## config.mk

```make
export PLATFORM = sky130hd
export DESIGN_NAME = cpu_test_monitor
export DESIGN_NICKNAME = d
export VERILOG_FILES = /design/src/rtl/cpu_test_monitor.sv
export SDC_FILE = /design/constraint.sdc
export NUM_CORES = 1
export LEC_CHECK = 0
export BUFFER_PORTS_ARGS = -buffer_cell sky130_fd_sc_hd__buf_2
export CAP_MARGIN = 5
export CORE_MARGIN = 3
export CORE_UTILIZATION = 40
export CTS_CLUSTER_SIZE = 14
export DETAILED_ROUTE_END_ITERATION = 10
export GPL_TIMING_DRIVEN = 0
export HOLD_SLACK_MARGIN = 0.06
export PLACE_DENSITY = 0.6
export SKIP_CTS_REPAIR_TIMING = 1
export SYNTH_ARGS = -nofsm -noshare
export SYNTH_HDL_FRONTEND = slang
export SYNTH_SLANG_ARGS = --single-unit
```

## constraint.sdc

```tcl
create_clock -name clk -period 4.56 [get_ports clk]
set_input_delay 0 -clock clk [delete_from_list [all_inputs] [get_ports clk]]
set_output_delay 0 -clock clk [all_outputs]
set_load 0.02 [all_outputs]
```

## src/rtl/cpu_test_monitor.sv

```systemverilog
// cpu_test_monitor: snoops the CPU fetch PC and data-store bus to decide when a
// program run ends (to-host pass/fail, PC halt loop or cycle timeout) and
// buffers words the program writes to the result mailbox in a small FIFO.
module cpu_test_monitor #(
  parameter logic [31:0] TOHOST_ADDR    = 32'h0000_0FF0,
  parameter logic [31:0] RESULT_ADDR    = 32'h0000_0FF4,
  parameter int          RESULT_DEPTH   = 8,
  parameter int          TIMEOUT_CYCLES = 1000,
  parameter int          HALT_CYCLES    = 4
) (
  input  logic                          clk,
  input  logic                          rst,
  input  logic [31:0]                   pc,
  input  logic [31:0]                   memory_address,
  input  logic [31:0]                   memory_write,
  input  logic [3:0]                    memory_byte_enable,
  input  logic                          memory_we,
  input  logic                          result_ready,
  output logic                          result_valid,
  output logic [31:0]                   result_data,
  output logic [$clog2(RESULT_DEPTH):0] result_count,
  output logic                          overflow,
  output logic                          done,
  output logic [2:0]                    status,
  output logic [30:0]                   fail_code,
  output logic [31:0]                   cycle_count
);

  localparam int PW = $clog2(RESULT_DEPTH);
  localparam int CW = PW + 1;
  localparam logic [CW-1:0] DEPTH_LIM   = CW'(RESULT_DEPTH);
  localparam logic [31:0]   HALT_LIM    = 32'(HALT_CYCLES);
  localparam logic [31:0]   TIMEOUT_LIM = 32'(TIMEOUT_CYCLES);

  localparam logic [2:0] STATUS_RUN     = 3'd0;
  localparam logic [2:0] STATUS_PASS    = 3'd1;
  localparam logic [2:0] STATUS_FAIL    = 3'd2;
  localparam logic [2:0] STATUS_HALT    = 3'd3;
  localparam logic [2:0] STATUS_TIMEOUT = 3'd4;

  typedef enum logic {
    ST_RUN  = 1'b0,
    ST_DONE = 1'b1
  } state_t;

  state_t        state_r, state_s;
  logic [2:0]    status_r, status_s;
  logic [30:0]   fail_code_r, fail_code_s;
  logic [31:0]   cycle_count_r, cycle_count_s;
  logic          done_r;

  logic [31:0]   pc_q_r;
  logic          pc_seen_r;
  logic [31:0]   stall_cnt_r;

  logic          store_qual_s;
  logic          tohost_hit_s;
  logic          stall_match_s;
  logic          halt_hit_s;
  logic          timeout_hit_s;

  logic [31:0]   fifo_mem_r [RESULT_DEPTH];
  logic [PW-1:0] wr_ptr_r, rd_ptr_r;
  logic [CW-1:0] count_r, count_s;
  logic          valid_r;
  logic          overflow_r;
  logic          push_req_s, push_s, pop_s, drop_s, full_s;

  // Decode the store bus and the run-ending events for this cycle.
  always_comb begin
    store_qual_s  = memory_we && (memory_byte_enable == 4'hF);
    tohost_hit_s  = 1'b0;
    stall_match_s = pc_seen_r && (pc == pc_q_r);
    halt_hit_s    = 1'b0;
    timeout_hit_s = 1'b0;
    if (store_qual_s && (memory_address == TOHOST_ADDR) && (memory_write != 32'd0)) begin
      tohost_hit_s = 1'b1;
    end else begin
      tohost_hit_s = 1'b0;
    end
    // Halt fires on the edge where the stall count would reach the limit.
    if ((HALT_LIM != 32'd0) && stall_match_s && ((stall_cnt_r + 32'd1) == HALT_LIM)) begin
      halt_hit_s = 1'b1;
    end else begin
      halt_hit_s = 1'b0;
    end
    if ((TIMEOUT_LIM != 32'd0) && ((cycle_count_r + 32'd1) == TIMEOUT_LIM)) begin
      timeout_hit_s = 1'b1;
    end else begin
      timeout_hit_s = 1'b0;
    end
  end

  // Run/done next-state logic; to-host outranks halt, halt outranks timeout.
  always_comb begin
    state_s       = state_r;
    status_s      = status_r;
    fail_code_s   = fail_code_r;
    cycle_count_s = cycle_count_r;
    case (state_r)
      ST_RUN: begin
        cycle_count_s = cycle_count_r + 32'd1;
        if (tohost_hit_s) begin
          state_s = ST_DONE;
          if (memory_write == 32'd1) begin
            status_s = STATUS_PASS;
          end else begin
            status_s    = STATUS_FAIL;
            fail_code_s = memory_write[31:1];
          end
        end else if (halt_hit_s) begin
          state_s  = ST_DONE;
          status_s = STATUS_HALT;
        end else if (timeout_hit_s) begin
          state_s  = ST_DONE;
          status_s = STATUS_TIMEOUT;
        end else begin
          state_s = ST_RUN;
        end
      end
      ST_DONE: begin
        state_s = ST_DONE;
      end
      default: begin
        state_s = ST_RUN;
      end
    endcase
  end

  // Run-state, verdict and cycle counter registers.
  always_ff @(posedge clk) begin
    if (rst) begin
      state_r       <= ST_RUN;
      status_r      <= STATUS_RUN;
      fail_code_r   <= 31'd0;
      cycle_count_r <= 32'd0;
      done_r        <= 1'b0;
    end else begin
      state_r       <= state_s;
      status_r      <= status_s;
      fail_code_r   <= fail_code_s;
      cycle_count_r <= cycle_count_s;
      done_r        <= (state_s == ST_DONE);
    end
  end

  // Track how long the fetch PC has stayed put; the first cycle after reset has no history.
  always_ff @(posedge clk) begin
    if (rst) begin
      pc_q_r      <= 32'd0;
      pc_seen_r   <= 1'b0;
      stall_cnt_r <= 32'd0;
    end else begin
      pc_q_r    <= pc;
      pc_seen_r <= 1'b1;
      if (stall_match_s) begin
        stall_cnt_r <= stall_cnt_r + 32'd1;
      end else begin
        stall_cnt_r <= 32'd0;
      end
    end
  end

  // FIFO push/pop arbitration; a push into a full FIFO only survives with a same-edge pop.
  always_comb begin
    full_s     = (count_r == DEPTH_LIM);
    pop_s      = valid_r && result_ready;
    push_req_s = (state_r == ST_RUN) && store_qual_s && (memory_address == RESULT_ADDR);
    push_s     = push_req_s && (!full_s || pop_s);
    drop_s     = push_req_s && full_s && !pop_s;
    count_s    = count_r;
    case ({push_s, pop_s})
      2'b10:   count_s = count_r + CW'(1);
      2'b01:   count_s = count_r - CW'(1);
      default: count_s = count_r;
    endcase
  end

  // FIFO pointers, occupancy and the sticky overflow flag.
  always_ff @(posedge clk) begin
    if (rst) begin
      wr_ptr_r   <= '0;
      rd_ptr_r   <= '0;
      count_r    <= '0;
      valid_r    <= 1'b0;
      overflow_r <= 1'b0;
    end else begin
      if (push_s) begin
        wr_ptr_r <= wr_ptr_r + PW'(1);
      end else begin
        wr_ptr_r <= wr_ptr_r;
      end
      if (pop_s) begin
        rd_ptr_r <= rd_ptr_r + PW'(1);
      end else begin
        rd_ptr_r <= rd_ptr_r;
      end
      count_r    <= count_s;
      valid_r    <= (count_s != CW'(0));
      overflow_r <= overflow_r | drop_s;
    end
  end

  // FIFO storage; contents are don't-care until written, reads are gated by valid.
  always_ff @(posedge clk) begin
    if (push_s) begin
      fifo_mem_r[wr_ptr_r] <= memory_write;
    end
  end

  // Head-of-FIFO read, forced to zero while empty so reset shows all-zero outputs.
  always_comb begin
    if (valid_r) begin
      result_data = fifo_mem_r[rd_ptr_r];
    end else begin
      result_data = 32'd0;
    end
  end

  assign result_valid = valid_r;
  assign result_count = count_r;
  assign overflow     = overflow_r;
  assign done         = done_r;
  assign status       = status_r;
  assign fail_code    = fail_code_r;
  assign cycle_count  = cycle_count_r;

endmodule

```

; After elaboration in Yosys (flattened, before gate mapping)
; Memories as Yosys holds them, arrays and structs flattened. A register that Yosys moved wholly into a read port is not among the register bits.
; Cells that the tools add are included.
[classes]
div_mod_pow = 0
muxes = 18
n_lt_le_gt_ge = 0
n_addsub = 6
n_reduce_logical = 20
shift = 0
bitwise = 4
n_eq_ne = 10
mul = 0
[ops]
columns = cell, n
row1 = $add A32 B1 Y32 const B, 2
row2 = $eq A32 B12 Y1 const B, 2
row3 = $eq A32 B1 Y1 const B, 1
row4 = $eq A32 B10 Y1 const B, 1
row5 = $eq A32 B3 Y1 const B, 1
row6 = $eq A32 B32 Y1, 1
row7 = $mux W32, 1
row8 = $reduce_bool A32 Y1, 1
row9 = $mux W3, 5
row10 = $logic_and A1 B1 Y1, 11
row11 = $mux W1, 9
row12 = $eq A4 B4 Y1 const B, 2
row13 = $pmux W4 S2, 1
row14 = $add A3 B1 Y3 const B, 2
row15 = $add A4 B1 Y4 const B, 1
row16 = $reduce_bool A4 Y1, 1
row17 = $sub A4 B1 Y4 const B, 1
row18 = $not A1 Y1, 3
row19 = $reduce_and A3 Y1, 1
row20 = $reduce_bool A3 Y1, 1
row21 = $eq A2 B1 Y1 const B, 1
row22 = $eq A2 B2 Y1 const B, 1
row23 = $logic_not A1 Y1, 2
row24 = $mux W2, 1
row25 = 5 further kinds, 5
[totals]
output_inout_bits = 105
mem_bits_rw = 256
in_bits = 104
word_cells = 71
romBits = 0
n_memories = 1
latchBits = 0
regBits = 144
[mem_list]
columns = memory, depth, word_bits, rd, rd_ports_with_merged_regs, wr, line_no
row1 = fifo_mem_r, 8, 32, 1, 1, 1, 62  ; logic [31:0] fifo_mem_r [RESULT_DEPTH];

; Longest topological paths before layout
[depth]
word_depth = 8
depth_mapped = 12
ltp_nobuf = 12

; Worst setup path before layout
; No wires, ideal clock.
[synth_path]
path_kind = in2reg
from = input memory_address[12]
to = memory fifo_mem_r[2][0], enable pin
arrival_time_ns = 4.020
path_slack_ns = 0.072
setup_ns = 0.468
stages = 6
cell_sequence = nor4b_1 > nand4_1 > or3_1 > or3_1 > or2_2 > nor3b_1
[synth_via]
elab_chain_len = 5
[synth_rtl]
columns = element, line_no
row1 = start: declaration, 14  ; input logic [31:0] memory_address,
row2 = $eq A32 B12 Y1, 168  ; push_req_s = (state_r == ST_RUN) && store_qual_s && (memory_address == RESULT_ADDR);
row3 = $logic_and A1 B1 Y1, 168
row4 = $logic_and A1 B1 Y1, 169  ; push_s = push_req_s && (!full_s || pop_s);
row5 = $mux W1, 206  ; if (push_s) begin
row6 = $mux W1 (not written as such), 207  ; fifo_mem_r[wr_ptr_r] <= memory_write;
row7 = end: declaration, 62
; Every way passes these cells.

; Final worst setup path
[layout_path]
from = input memory_address[17]
to = memory fifo_mem_r[6][20], enable pin
; The elaborated chain is that of the path after synthesis.

==> metrics.txt <==
Final Cycle Share a little under 90%; status finished, final reports clean; area delta synth->final 24.2%; ranking of synthesized cells by area edfxtp_1 (46%), dfxtp_1 (18%), mux4_2 (8.6%), xnor2_1 (3.4%), xor2_1 (2.5%); WL per Instance roughly 19 µm; number of max-cap violations 0; top-area cell type share of the netlist area between 40% and 50%; Routability Congestion around 0.8; Worst IR Drop VDD approximately 0.00025 V; Initial Utilization around two fifths; cell count of the worst reg-to-reg path 9; largest net degree at the start of global routing 21; NumNets Final 1694; Overflow after GRT 0; DIE HEIGHT 211 µm; Post-synth top flop edfxtp_1; # fillers about 3.6k; r2r startpoint result_valid$_SDFF_PP0_; fin area roughly 21000 µm²; Placed Instance Area 18800 µm²; final setup fails 0; clock latency at the later pin of the worst-skew pair between 0.5 and 0.6 ns; number of synthesized flops with an enable pin 256; Final ANT Viol Nets 0; Max Freq around 250 MHz; post-synthesis cell count 1235; vias in the first global route roughly 11k; P_sw between 1.5 and 2 mW; placed cells 1995; Net Sw Frac around a fifth; DRT Pass-1 Iters 5; CP Class in2reg; DRC 0; unrepaired setup endpoints after global routing false; Fin. Hold Viols 0; Final Max Tran Viols 0; power share of the clock group 44.3%; Setup crit start memory_address[17]; Leak Pwr 7.16 nW; sequential share of the synthesized area 63.5%; worst slew pin tran 1.26 ns; clk buf depth 3; CTS root buf clkbuf_16; CP max FO 10; routed wire length between 40 and 50 mm; DR iter-0 viols 763; slew margin rel. roughly 16%; fin crit period roughly 4.0 ns; Synth Cell Area approximately 17000 µm²; hold path depth 6; startpoint type of the worst setup path input pin; reg-to-reg endpoint fifo_mem_r[6][20]$_DFFE_PP_; largest area contributor in the netlist edfxtp_1; I/O Pins between 200 and 250; # clock sinks 403; routed vias 11.0k; Hold Path Sink result_count[1]$_SDFF_PP0_; Syn Area/Cell roughly 14 µm²; pwr dens around 360 nW/µm²; Critical Path Sink Type flop; CTS clock-pin slew for the worst setup and hold paths roughly 0.060 ns; CTS tree done; ys async rst share 0%; Logic pwr share under 10%; syn_nets around 1.3k; first-pass GRT wire length about 63 mm; Netlist cell types 62; #FFs+latches synth between 400 and 500; Int Pwr slightly below 6 mW; hold path startpoint memory_address[24]; synth warn 0; R2R Setup Slk 0.98 ns; worst hold path class in2reg; Vias per Instance between 5 and 6; CTS H-tree depth 2; GRT Resource Usage Total 18.3%; DIE WIDTH ~210 µm; Std-Cell Rows 74; Core ar. roughly 40000 µm²; Die ar. roughly 44000 µm²; initial antenna violation count 1; Final Non-Filler Cells 2148; CTS buffer count 44; layout cells sized above 1 a little under a quarter; PortBufs just over 200; dpl hpwl between 20 and 30 mm; WP data required 4.84 ns; share of power burned in registers around 53%; final setup skew between 0.01 and 0.015 ns; Worst Path Arrival between 4 and 5 ns
==> layout by cell type, fill, tap and decap left out, types with 5 or more instances in the layout <==
| cell type | count |
|---|---|
| edfxtp_1 | 256 |
| buf_2 | 210 |
| dfxtp_1 | 147 |
| nand2_1 | 102 |
| nor2_1 | 93 |
| dlygate4sd3_1 | 71 |
| nor2b_1 | 66 |
| xnor2_1 | 65 |
| mux4_2 | 64 |
| clkbuf_1 | 58 |
| xor2_1 | 48 |
| clkbuf_16 | 44 |
| a21oi_1 | 41 |
| nand4_1 | 38 |
| mux2i_1 | 37 |
| nand3_1 | 33 |
| nor4_1 | 23 |
| nor3_1 | 17 |
| buf_6 | 15 |
| clkinv_1 | 14 |
| o21ai_0 | 11 |
| inv_1 | 10 |
| buf_1 | 10 |
| and3_1 | 10 |
| and2_1 | 9 |
| and4_1 | 8 |
| ha_1 | 8 |
| clkinv_2 | 8 |
| a31oi_1 | 7 |
| or3_1 | 6 |
| or4_1 | 5 |
==> routing by layer <==
metal / vias up / share of wire, % / GRT usage [%]
met2: 251 / 49 / 30.4
met4: 0 / 1.6 / 4.36
met1: 5430 / 44 / 24.7
met5: - / 0 / 0
li1: 5289 / - / -
met3: 43 / 5.1 / 4.13
==> synth_stat cells (7+ instances only) <==
library cell  number
edfxtp_1         256
dfxtp_1          147
nand2_1          102
nor2_1            95
nor2b_1           66
xnor2_1           65
mux4_2            64
clkbuf_1          49
xor2_1            48
a21oi_1           41
nand4_1           38
mux2i_1           37
nand3_1           33
nor4_1            23
nor3_1            20
o21ai_0           11
and3_1            10
buf_1             10
inv_1             10
and2_1             9
and4_1             8
ha_1               8
a31oi_1            7
nor3b_1            7
==> kinds of logic after synthesis <==
kind of cell               count (synthesis)  synth area share [%]
buffers and inverters                     75                  1.73
adders and majority gates                  9                 0.717
muxes                                    102                  10.9
AOI/OAI and AO/OA                         88                  3.40
DFF                                      403                  63.5
and+or+nand+nor                          445                  13.9
xor gates and xnor gates                 113                  5.91
==> sequential cells by signal, summed over array words and instances (netlist names), 3 cells and up, named ones only <==
signal        flops
rd_ptr_r          3
wr_ptr_r          3
stall_cnt_r      32
cycle_count      32
fifo_mem_r      256
fail_code        31
status            3
result_count      4
pc_q_r           32
==> layout make-up <==
cell class / count / area, µm² / area share (%)
sequential: 403 / 10600 / 51.1
multi-input combinational: 757 / 5880 / 28.3
timing repair buffer: 300 / 2020 / 9.71
clock buffer: 54 / 1150 / 5.52
tap: 532 / 666 / 3.20
buffer: 64 / 249 / 1.20
clock inverter: 26 / 171 / 0.824
inverter: 11 / 41.3 / 0.198
antenna: 1 / 2.50 / 0.0120
==> metrics by stage <==
| step | util, % | power, mW | setup WS, ns | setup TNS [ns] | hold slack (ns) |
|---|---|---|---|---|---|
| after global routing | 50.6 | 7.68 | 0.379 | 0 | 0.191 |
| final | 50.6 | 7.41 | 0.607 | 0 | 0.150 |
| after global placement | 44.9 | 4.15 | -2.97 | -570.91 | 0.239 |
| after CTS | 48.9 | 7.46 | 0.885 | 0 | -0.365 |
| after floorplan | - | 4.04 | 0.0718 | 0 | 0.0989 |
| after detailed placement | 45.7 | 4.16 | 0.831 | 0 | 0.246 |
==> power by group through the flow <==
stage               logic, mW  registers (mW)  clock network (mW)
CTS                     0.179            3.90                3.38
global route            0.247            3.90                3.53
finish                  0.222            3.90                3.28
detailed placement      0.179            3.98                   0
floorplan              0.0618            3.98                   0
global placement        0.175            3.98                   0
==> worst max-delay path by stage <==
stage	endpoint	cells after the start	slack (ns)
finish	fifo_mem_r[6][20]$_DFFE_PP_	13	0.61
global route	fifo_mem_r[5][21]$_DFFE_PP_	13	0.38
CTS	status[0]$_SDFFE_PP0P_	9	0.88
detailed placement	fifo_mem_r[5][20]$_DFFE_PP_	11	0.83
global placement	fifo_mem_r[1][18]$_DFFE_PP_	7	-2.97
floorplan	fifo_mem_r[2][0]$_DFFE_PP_	6	0.07
==> worst max-delay path: stages <==
cell and delay, ns:
dlygate4sd3_1 0.53, buf_2 0.12, nor4_1 0.28, dlygate4sd3_1 0.64
nand3_1 0.11, or3_1 0.37, or3_1 0.47, inv_1 0.12
nand2_1 0.17, nor3b_2 0.80, buf_8 0.24, buf_6 0.18
buf_6 0.19
(Power assumes the default switching activity.)
